===== config.mk =====
export PLATFORM = sky130hd
export DESIGN_NAME = servive_gpio_logger
export DESIGN_NICKNAME = d
export VERILOG_FILES = /design/src/rtl/servive_gpio_logger.sv
export SDC_FILE = /design/constraint.sdc
export NUM_CORES = 1
export LEC_CHECK = 0
export BUFFER_PORTS_ARGS = -buffer_cell sky130_fd_sc_hd__buf_2
export CAP_MARGIN = 20
export CORE_MARGIN = 10
export CORE_UTILIZATION = 60
export DETAILED_ROUTE_END_ITERATION = 10
export PLACE_DENSITY = 0.79
export SETUP_SLACK_MARGIN = 0.02
export SYNTH_ARGS = -nofsm -noshare
export SYNTH_HDL_FRONTEND = slang
export SYNTH_SLANG_ARGS = --single-unit

===== constraint.sdc =====
create_clock -name wb_clk -period 5.9 [get_ports wb_clk]
set_clock_uncertainty 0.05 [all_clocks]
set_input_delay 0.59 -clock wb_clk [delete_from_list [all_inputs] [get_ports wb_clk]]
set_output_delay 0.59 -clock wb_clk [all_outputs]
set_load 0.02 [all_outputs]

===== src/rtl/servive_gpio_logger.sv =====
// servive_gpio_logger
//
// Watches the servant GPIO bus and records every change of value. Each new value is
// queued in a small FIFO and sent out as an 8N1 UART frame (LSB first). This gives
// a serial trace of GPIO writes. The core is never stalled: when the FIFO is full,
// a change is dropped and the drop is counted.
//
// Parameters:
//   CLKS_PER_BIT  wb_clk cycles per UART bit (>= 2)
//   FIFO_DEPTH    FIFO entries (power of two, >= 2)
//
// Ports:
//   wb_clk        system clock, rising edge
//   wb_rst        synchronous active-high reset
//   i_q           8-bit GPIO bus, synchronous to wb_clk
//   o_tx          UART TX line, idle high, driven from a register
//   o_busy        FIFO non-empty or frame in progress
//   o_overflow    sticky drop flag, cleared only by reset
//   o_drop_count  dropped-change counter, saturates at 255

module servive_gpio_logger #(
  parameter int unsigned CLKS_PER_BIT = 139,
  parameter int unsigned FIFO_DEPTH   = 4
) (
  input  logic       wb_clk,
  input  logic       wb_rst,
  input  logic [7:0] i_q,
  output logic       o_tx,
  output logic       o_busy,
  output logic       o_overflow,
  output logic [7:0] o_drop_count
);

  localparam int unsigned PtrW  = $clog2(FIFO_DEPTH);
  localparam int unsigned CntW  = PtrW + 1;
  localparam int unsigned BaudW = $clog2(CLKS_PER_BIT);

  typedef enum logic [1:0] {
    StIdle,
    StStart,
    StData,
    StStop
  } state_e;

  // Change detector
  logic [7:0] prev_q;
  logic       push;

  assign push = (i_q != prev_q);

  always_ff @(posedge wb_clk) begin
    if (wb_rst) begin
      prev_q <= 8'h00;
    end else if (push) begin
      prev_q <= i_q;
    end
  end

  // FIFO
  logic [7:0]      mem_q [FIFO_DEPTH];
  logic [PtrW-1:0] wr_ptr_q, rd_ptr_q;
  logic [CntW-1:0] count_q, count_d;
  logic            full, pop, accept, drop;
  logic [7:0]      head;

  assign full   = (count_q == CntW'(FIFO_DEPTH));
  // A pop in the same cycle frees a slot, so a push into a full FIFO is still accepted.
  assign accept = push && (!full || pop);
  assign drop   = push && full && !pop;
  assign head   = mem_q[rd_ptr_q];

  always_comb begin
    count_d = count_q;
    if (accept && !pop) begin
      count_d = count_q + CntW'(1);
    end else if (pop && !accept) begin
      count_d = count_q - CntW'(1);
    end
  end

  always_ff @(posedge wb_clk) begin
    if (wb_rst) begin
      wr_ptr_q <= '0;
      rd_ptr_q <= '0;
      count_q  <= '0;
    end else begin
      count_q <= count_d;
      if (accept) begin
        wr_ptr_q <= wr_ptr_q + PtrW'(1);
      end
      if (pop) begin
        rd_ptr_q <= rd_ptr_q + PtrW'(1);
      end
    end
  end

  // Storage needs no reset; count_q gates every read.
  always_ff @(posedge wb_clk) begin
    if (accept) begin
      mem_q[wr_ptr_q] <= i_q;
    end
  end

  // Overflow tracking
  logic       overflow_q;
  logic [7:0] drop_count_q;

  always_ff @(posedge wb_clk) begin
    if (wb_rst) begin
      overflow_q   <= 1'b0;
      drop_count_q <= 8'h00;
    end else if (drop) begin
      overflow_q <= 1'b1;
      if (drop_count_q != 8'hFF) begin
        drop_count_q <= drop_count_q + 8'h01;
      end
    end
  end

  // TX FSM
  state_e           state_q, state_d;
  logic [BaudW-1:0] baud_q, baud_d;
  logic [2:0]       bit_q, bit_d;
  logic [7:0]       shreg_q, shreg_d;
  logic             tx_q, tx_d;
  logic             baud_last;

  assign baud_last = (baud_q == BaudW'(CLKS_PER_BIT - 1));

  always_comb begin
    state_d = state_q;
    baud_d  = baud_q;
    bit_d   = bit_q;
    shreg_d = shreg_q;
    tx_d    = 1'b1;
    pop     = 1'b0;
    case (state_q)
      StIdle: begin
        tx_d = 1'b1;
        if (count_q != '0) begin
          pop     = 1'b1;
          shreg_d = head;
          baud_d  = '0;
          bit_d   = 3'd0;
          state_d = StStart;
        end
      end
      StStart: begin
        tx_d = 1'b0;
        if (baud_last) begin
          baud_d  = '0;
          state_d = StData;
        end else begin
          baud_d = baud_q + BaudW'(1);
        end
      end
      StData: begin
        tx_d = shreg_q[0];
        if (baud_last) begin
          baud_d  = '0;
          shreg_d = shreg_q >> 1;
          bit_d   = bit_q + 3'd1;
          if (bit_q == 3'd7) begin
            state_d = StStop;
          end
        end else begin
          baud_d = baud_q + BaudW'(1);
        end
      end
      StStop: begin
        tx_d = 1'b1;
        if (baud_last) begin
          baud_d  = '0;
          state_d = StIdle;
        end else begin
          baud_d = baud_q + BaudW'(1);
        end
      end
      default: begin
        state_d = StIdle;
      end
    endcase
  end

  // tx_q follows the state one cycle late, keeping the pin glitch-free.
  always_ff @(posedge wb_clk) begin
    if (wb_rst) begin
      state_q <= StIdle;
      baud_q  <= '0;
      bit_q   <= 3'd0;
      shreg_q <= 8'h00;
      tx_q    <= 1'b1;
    end else begin
      state_q <= state_d;
      baud_q  <= baud_d;
      bit_q   <= bit_d;
      shreg_q <= shreg_d;
      tx_q    <= tx_d;
    end
  end

  assign o_tx         = tx_q;
  assign o_busy       = (state_q != StIdle) || (count_q != '0);
  assign o_overflow   = overflow_q;
  assign o_drop_count = drop_count_q;

endmodule


=== Word level (Yosys, flattened, before mapping) ===
Memories as Yosys holds them, arrays and structs flattened. A register that Yosys moved wholly into a read port is not among the register bits.
Index checks and enable logic that the tools add are counted.

* Memories: 1
* Bits in writable memories: 32
* Output and inout bits: 11
* Register bits: 46
* Input port bits: 10
* Word-level logic and storage cells: 76

{| class="wikitable"
|+ Memories
! name !! words !! bits a word !! read ports !! clocked after memory_dff !! wr ports !! RTL line !! source
|-
| mem_q || 4 || 8 || 1 || 1 || 1 || 60 || <nowiki>logic [7:0] mem_q [FIFO_DEPTH];</nowiki>
|}

* Add/sub/neg operators: 7
* Reduce and logical (&&, ||, !) cells: 20
* Equal/unequal tests: 13
* Muxes and demuxes: 24

{| class="wikitable"
|+ Operators by type and width
! operator !! count
|-
| two-way mux 8 bit || 4
|-
| one-hot mux 8 bit (2 select lines) || 2
|-
| adder 8 x 1 -> 8 bit, second input constant || 2
|-
| two-way mux 2 bit || 7
|-
| two-way mux 3 bit || 4
|-
| inequality test 2 bit, second input constant || 5
|-
| equality test 8 bit, second input constant || 1
|-
| inequality test 8 bit || 1
|-
| inequality test 8 bit, second input constant || 1
|-
| one-hot mux 2 bit (4 select lines) || 1
|-
| adder 3 x 1 -> 3 bit, second input constant || 2
|-
| equality test 3 bit, second input constant || 2
|-
| one-hot mux 3 bit (2 select lines) || 1
|-
| nonzero test 2 bit || 3
|-
| logical AND 1 bit || 5
|-
| AND reduction 5 bit || 1
|-
| adder 2 x 1 -> 2 bit, second input constant || 2
|-
| equality test 2 bit, second input constant || 2
|-
| two-way mux 1 bit || 4
|-
| logical NOT 1 bit || 3
|-
| one-hot mux 1 bit (3 select lines) || 1
|-
| AND reduction 3 bit || 1
|-
| nonzero test 3 bit || 1
|-
| OR reduction 3 bit || 1
|-
| other kinds (6) || 7
|}

=== Logic depth before layout (Yosys ltp) ===
Gate-level depths: netlist of the first run.

* Depth after elaboration: 9
* Depth in mapped cells: 11
* Depth with buffers taken out: 10

=== Worst setup path before layout of the first run ===
No wires, ideal clock.

* Kind: input-to-reg
* Start: input i_q[5]
* End: register count_q[2]
* Setup time: 0.071 ns
* Cell stages on the path: 11
* Path slack: 3.402 ns
* Data arrival time: 2.377 ns
* Cell sequence: xnor2_1 nand4_1 or2_2 and2b_2 buf_6 ha_1 inv_1 fa_1 xor2_1 or3_1 a21oi_1

* Longest elaborated chain between the ends: 5
* Elaborated cells on any way between the ends: 7

{| class="wikitable"
|+ RTL lines
! element !! RTL line !! source
|-
| start: declaration || 27 || <nowiki>input logic [7:0] i_q,</nowiki>
|-
| inequality test 8 bit * || 49 || <nowiki>assign push = (i_q != prev_q);</nowiki>
|-
| logical AND 1 bit * || 68 || <nowiki>assign accept = push && (!full || pop);</nowiki>
|-
| via accept || 63 || <nowiki>logic full, pop, accept, drop;</nowiki>
|-
| logical NOT 1 bit || 76 || <nowiki>end else if (pop && !accept) begin</nowiki>
|-
| logical AND 1 bit || 76 ||
|-
| nonzero test 2 bit (no line) || n/a ||
|-
| end signal: assignment || 87 || <nowiki>count_q <= count_d;</nowiki>
|-
| end: declaration || 62 || <nowiki>logic [CntW-1:0] count_q, count_d;</nowiki>
|}

Mark *: on every way through the listed nets, which the timed path passes. The rest lies on a longest branch.
A chain may end at the register's enable or synchronous reset.

=== Worst setup path in the final report of the first run ===
* Start: register state_q[1]
* End: output o_busy

* Longest elaborated chain between the ends: 2

{| class="wikitable"
|+ RTL lines
! element !! RTL line !! source
|-
| start: declaration || 121 || <nowiki>state_e state_q, state_d;</nowiki>
|-
| start signal: assignment || 188 || <nowiki>state_q <= StIdle;</nowiki>
|-
| start signal: assignment || 194 || <nowiki>state_q <= state_d;</nowiki>
|-
| nonzero test 2 bit || 203 || <nowiki>assign o_busy = (state_q != StIdle) || (count_q != '0);</nowiki>
|-
| logical OR 1 bit || 203 ||
|-
| end: declaration || 29 || <nowiki>output logic o_busy,</nowiki>
|}

No other way between the ends.

==> metrics.csv, run 1 <==
metric,value,unit
outcome,"complete, no violations",
CP max FO,11,
syn_area_per_cell,11.8,sq um
Final period util,49.2,%
Syn Nets,325,
root buf cell,clkbuf_8,
synthesis-to-layout area growth,8.34,%
routed via count,2225,
"Clk Latency, worst-skew pair",0.35,ns
CTS Buf Count,9,
"slowest stage delay, CP",0.47,ns
Ports,21,
post-route ant nets,0,
Synth async-reset ratio,0,%
Post-Route WL,6180,um
routed vias/inst,5.66,
total power per unit cell area,437,nW/um^2
hold slack,0.394,ns
maximum clock path buffer count,2,
Gate Count Post-Synth,299,
post_cts resized,0,
sum of negative setup slack,0,ns
first-pass GRT wire length,10500,um
vias in the first global route,2197,
# setup viols final,0,
final hold viol count,0,
Max Clk Rate,345,MHz
unrepaired setup endpoints after global routing,no,
port bufs,20,
"Seq/Total Area, Yosys",54.3,%
Global Route Usage Sum,13.2,%
largest net degree at the start of global routing,54,
cell taking the most area after synthesis,dfxtp_1,
layout cells sized above 1,17.1,%
CTS tree,built,
Main synth FF type,dfxtp_1,
CP endpoint kind,output pin,
Max Slew Vio Count,0,
chip width,96.8,um
Synth area leaders,"dfxtp_1 (27%), edfxtp_1 (27%), ha_1 (5.3%)",
initial core utilization,63.2,%
Synthesis Warnings,0,
drt drc,0,
Core Region,5610,sq um
Worst Tran Pin Value,0.928,ns
HP Class,reg2reg,
postcts setup bufs,0,
relative slew slack,38.1,%
Initial DRC Count,107,
worst r2r path cells,10,
"most common cell after layout, fill and taps aside",dfxtp_1,
DIE AREA,9380,sq um
Row Count,27,
Worst Path Arrival,2.26,ns
Worst EP required,5.26,ns
DP HPWL,4130,um
Max IR drop VDD,0.299,mV
min-delay src,o_overflow$_SDFFE_PP0P_,
Chip Height,96.8,um
"Reg clk slew, reported paths",0.09,ns
Crit Reg-Reg Endpoint,count_q[2]$_SDFFE_PP0P_,
Seq cells post-synth,80,
flop2flop setup slack,3.19,ns
Tmin final,2.90,ns
"Distinct cells, synth",49,
clk sink count,80,
Top Family by Delay on Critical Path,buffers and inverters,
CP Class,reg2out,
GR Overflow Total,0,
most frequent cells in the layout,"dfxtp_1 (48), edfxtp_1 (32), nor2_1 (27)",
Leak,0.00143,uW
CTS Hold Buffers Added,0,
initial antenna violation count,0,
gpl congestion,0.741,
worst path cell trace,inv_1 > ha_1 > and2_1 > clkinv_1 > buf_2,
Nets,342,
Pwr Total,1680,uW
share of the synthesized area in the top cell type,27.1,%
max_cap viols,0,
Syn Std Cell Area,3540,sq um
WP buf/inv,3,
First-pass DRT Iterations,4,
Critical-path top delay cell,ha_1,
RR Startpoint,state_q[1]$_SDFFE_PP0P_,
n_diodes,0,
DR WL/cell,15.7,um
Hold Path End,o_overflow$_SDFFE_PP0P_,
Worst Setup Start Kind,register,
worst hold path depth,2,
H-tree depth,3,
Post-synth EDFFs,32,
[power breakdown]
group | switching [uW] | total [uW] | internal, uW
combinational | 320 | 551 | 231
sequential | 66.4 | 748 | 682
clock | 215 | 377 | 162
[Yosys cell counts (7+ instances only)]
cell,n
mux2i_1,11
nand2b_1,7
edfxtp_1,32
o21ai_0,9
nor2_1,27
ha_1,15
a211oi_1,8
inv_1,9
xnor2_1,8
mux4_2,8
a21oi_1,13
nor2b_1,9
nand3_1,8
dfxtp_1,48
and2_1,7
nand2_1,8
[how the worst max path moves through the flow]
stage,slack [ns],start,to,depth (start not counted)
6_report,3.00,state_q[1]$_SDFFE_PP0P_,o_busy,5
3_3_place_gp,3.24,i_q[3],count_q[2]$_SDFFE_PP0P_,11
3_5_place_dp,3.13,i_q[0],count_q[2]$_SDFFE_PP0P_,11
2_1_floorplan,3.40,i_q[5],count_q[2]$_SDFFE_PP0P_,11
4_1_cts,2.98,state_q[1]$_SDFFE_PP0P_,o_busy,5
5_1_grt,2.83,state_q[1]$_SDFFE_PP0P_,o_busy,5
[stage by stage]
step / cell area, sq um / instances / utilization, % / setup slack (ns)
CTS: 3840 / 393 / 68.4 / 2.98
global route: 3840 / 393 / 68.4 / 2.83
detailed placement: 3650 / 377 / 65.1 / 3.13
floorplan: 3540 / 299 / - / 3.40
finish: 3840 / 393 / 68.4 / 3.00
global placement: 3650 / 377 / 65.1 / 3.24
[metal layers]
metal,share of wire (%),global-route usage (%),vias up,routed length (um)
met5,0,0,-,0
met3,3.3,2.91,10,201
met2,48,22.1,33,2990
met4,1.6,5.75,0,102
met1,47,15.8,1062,2890
li1,-,-,1120,-
[kinds of logic after synthesis]
family | count (synthesis) | synth area share [%]
buf+inv | 24 | 3.36
compound gates | 49 | 9.40
mux | 22 | 9.15
flops | 80 | 54.3
xor+xnor | 12 | 2.97
fa+ha+maj | 16 | 5.86
simple gates | 96 | 15.0
[layout make-up]
class | instances | area (sq um)
clock buffers | 9 | 124
clock inverters | 7 | 62.6
fillers | 416 | 1770
inverters | 10 | 37.5
multi-input cells | 195 | 1500
flip-flops and latches | 80 | 1920
well taps | 72 | 90.1
repair buffers | 20 | 100
[sequential cells by signal, summed over array words and instances (netlist names), named ones only]
| signal | count |
|---|---|
| o_drop_count | 8 |
| state_q | 2 |
| wr_ptr_q | 2 |
| bit_q | 3 |
| rd_ptr_q | 2 |
| shreg_q | 8 |
| baud_q | 8 |
| mem_q | 32 |
| o_overflow | 1 |
| count_q | 3 |
| prev_q | 8 |
| o_tx | 1 |
[worst reg2reg max path, delay by kind of cell (launching register included)]
family	cells	cell delay (ns)
DFF	1	0.33
xor gates and xnor gates	1	0.15
adders and majority gates	3	1.04
and+or+nand+nor	3	0.71
AOI/OAI and AO/OA	1	0.15
buffers and inverters	2	0.20
Power figures use the tool's default switching activity.
==> run 2, diff against run 1 <==
--- a/config.mk
+++ b/config.mk
@@ -8,9 +8,9 @@
 export BUFFER_PORTS_ARGS = -buffer_cell sky130_fd_sc_hd__buf_2
 export CAP_MARGIN = 20
 export CORE_MARGIN = 10
-export CORE_UTILIZATION = 60
+export CORE_UTILIZATION = 54
 export DETAILED_ROUTE_END_ITERATION = 10
-export PLACE_DENSITY = 0.79
+export PLACE_DENSITY = 0.75
 export SETUP_SLACK_MARGIN = 0.02
 export SYNTH_ARGS = -nofsm -noshare
 export SYNTH_HDL_FRONTEND = slang
==> constraint.sdc (replaced) <==
create_clock -name wb_clk -period 2.4 [get_ports wb_clk]
set_clock_uncertainty 0.05 [all_clocks]
set_input_delay 0.24 -clock wb_clk [delete_from_list [all_inputs] [get_ports wb_clk]]
set_output_delay 0.24 -clock wb_clk [all_outputs]
set_load 0.02 [all_outputs]
==> run 2 against run 1 <==
- routed wire length is 4.7% higher
- setup slack worse by 2.9 ns
- register-to-register slack worse by 3.1 ns
- sequential share of layout area is 1.7 points lower
- critical path depth is 5 higher
- largest power group unchanged
- highest routed layer unchanged
==> metrics.csv, run 2 (synthesized netlist as in run 1, its figures left out) <==
metric,value,unit
DP Area,3700,sq um
CP endpoint kind,register,
Worst EP required,2.63,ns
Switching Share,35.0,%
# setup viols final,0,
Gate power share,34.9,%
number of fill cells in the layout,479,
relative slew slack,50.6,%
DP HPWL,4260,um
Reg area,1930,sq um
root buf cell,clkbuf_8,
synthesis-to-layout area growth,12.4,%
largest net degree at the start of global routing,41,
Tmin final,2.30,ns
Pwr Total,4420,uW
port bufs,20,
Chip Height,101,um
Max Clk Rate,435,MHz
First-pass DRT Iterations,4,
"slowest stage delay, CP",0.36,ns
Initial DRC Count,74,
most frequent cells in the layout,"dfxtp_1 (45), edfxtp_1 (32), nor2_1 (27)",
"Clk Latency, worst-skew pair",0.35,ns
n_diodes,0,
final setup margin,0.101,ns
Row Count,29,
Leak,0.00149,uW
Worst Tran Pin Value,0.741,ns
first-pass GRT wire length,10900,um
maximum clock path buffer count,2,
routed via count,2289,
gpl congestion,0.800,
Core Region,6350,sq um
Critical-path top delay cell,or3_1,
CTS tree,built,
outcome,"complete, no violations",
DIE AREA,10200,sq um
Ports,21,
Worst Path Arrival,2.53,ns
Top Family by Delay on Critical Path,simple AND/OR/NAND/NOR gates,
Worst Setup Start Kind,register,
initial antenna violation count,0,
Psw,1550,uW
GR Overflow Total,0,
WP buf/inv,1,
CP Class,reg2reg,
CTS Buf Count,9,
total power per unit cell area,1110,nW/um^2
H-tree depth,3,
final core occ,62.7,%
chip width,101,um
final hold viol count,0,
"most common cell after layout, fill and taps aside",dfxtp_1,
clock power share,23.5,%
post-layout instance area,3980,sq um
clk sink count,80,
max_cap viols,0,
Nets,349,
Final period util,95.8,%
HP Class,in2reg,
Global Route Usage Sum,13.3,%
drt drc,0,
Post-Route WL,6470,um
worst path cell trace,xnor2_2 > nand4_1 > or2_4 > and2b_2 > ha_4 > inv_2 > fa_2 > xor2_1 > or3_1 > a21oi_2,
initial core utilization,55.8,%
routed vias/inst,5.65,
Max Slew Vio Count,0,
Top reg by flops,mem_q,
CTS Hold Buffers Added,0,
multi-input logic area,1560,sq um
pre-CTS worst setup slack,0.0130,ns
DR WL/cell,16.0,um
Max IR drop VDD,0.691,mV
"Reg clk slew, reported paths",0.09,ns
max FFs per register,32,
post-route ant nets,0,
Pint,2870,uW
hold slack,0.0800,ns
layout cells sized above 1,23.5,%
CP max FO,2,
Seq pwr share,41.6,%
vias in the first global route,2278,
[run 2: path summary, 6_finish.rpt]
check | from | end | slack (ns) | cells after the start
setup / recovery | prev_q[7]$_SDFFE_PP0P_ | count_q[2]$_SDFFE_PP0P_ | 0.10 | 10
hold / removal | i_q[2] | mem_q[2][2]$_DFFE_PP_ | 0.08 | 1
setup reg to reg | prev_q[7]$_SDFFE_PP0P_ | count_q[2]$_SDFFE_PP0P_ | 0.10 | 10
hold reg to reg | o_overflow$_SDFFE_PP0P_ | o_overflow$_SDFFE_PP0P_ | 0.40 | 2
[run 2: layout make-up]
cell class,instances,share of cell area [%]
Clock buffer,9,3.11
Sequential cell,80,48.4
Clock inverter,7,2.17
Tap cell,77,2.42
Multi-Input combinational cell,195,39.1
Timing Repair Buffer,27,3.83
Inverter,10,0.974
[run 2: layer usage]
layer / part of all wire (%) / wire length, um / GRT usage (%) / up-vias
li1: - / - / - / 1141
met1: 47 / 3020 / 16.8 / 1103
met2: 48 / 3120 / 20.6 / 36
met3: 3.3 / 215 / 3.29 / 9
met4: 1.8 / 114 / 6.43 / 0
met5: 0 / 0 / 0 / -
[run 2: what timing repair did]
item	CTS	global route
pin swaps	0	10
setup endpoints to repair	2	2
hold endpoints to repair	0	0
buffers inserted	0	1
gates resized for setup	4	14
[run 2: worst register-to-register path, cell delays in order (launching register included)]
cell	delay, ns
dfxtp_2	0.35
xnor2_2	0.15
nand4_1	0.20
or2_4	0.30
and2b_2	0.22
ha_4	0.17
inv_2	0.05
fa_2	0.19
xor2_1	0.07
or3_1	0.36
a21oi_2	0.12
[run 2: power groups by stage]
stage / registers [uW] / clock network (uW) / logic, uW
6_report: 1840 / 1040 / 1540
3_5_place_dp: 1870 / 0 / 1440
3_3_place_gp: 1860 / 0 / 1400
4_1_cts: 1840 / 1060 / 1490
5_1_grt: 1870 / 1120 / 1730
2_1_floorplan: 1810 / 0 / 1170
[run 2: stage by stage]
step	setup TNS, ns	instances
2_1_floorplan	0	299
3_3_place_gp	0	388
3_5_place_dp	0	388
4_1_cts	0	404
5_1_grt	-0.0191	405
6_report	0	405
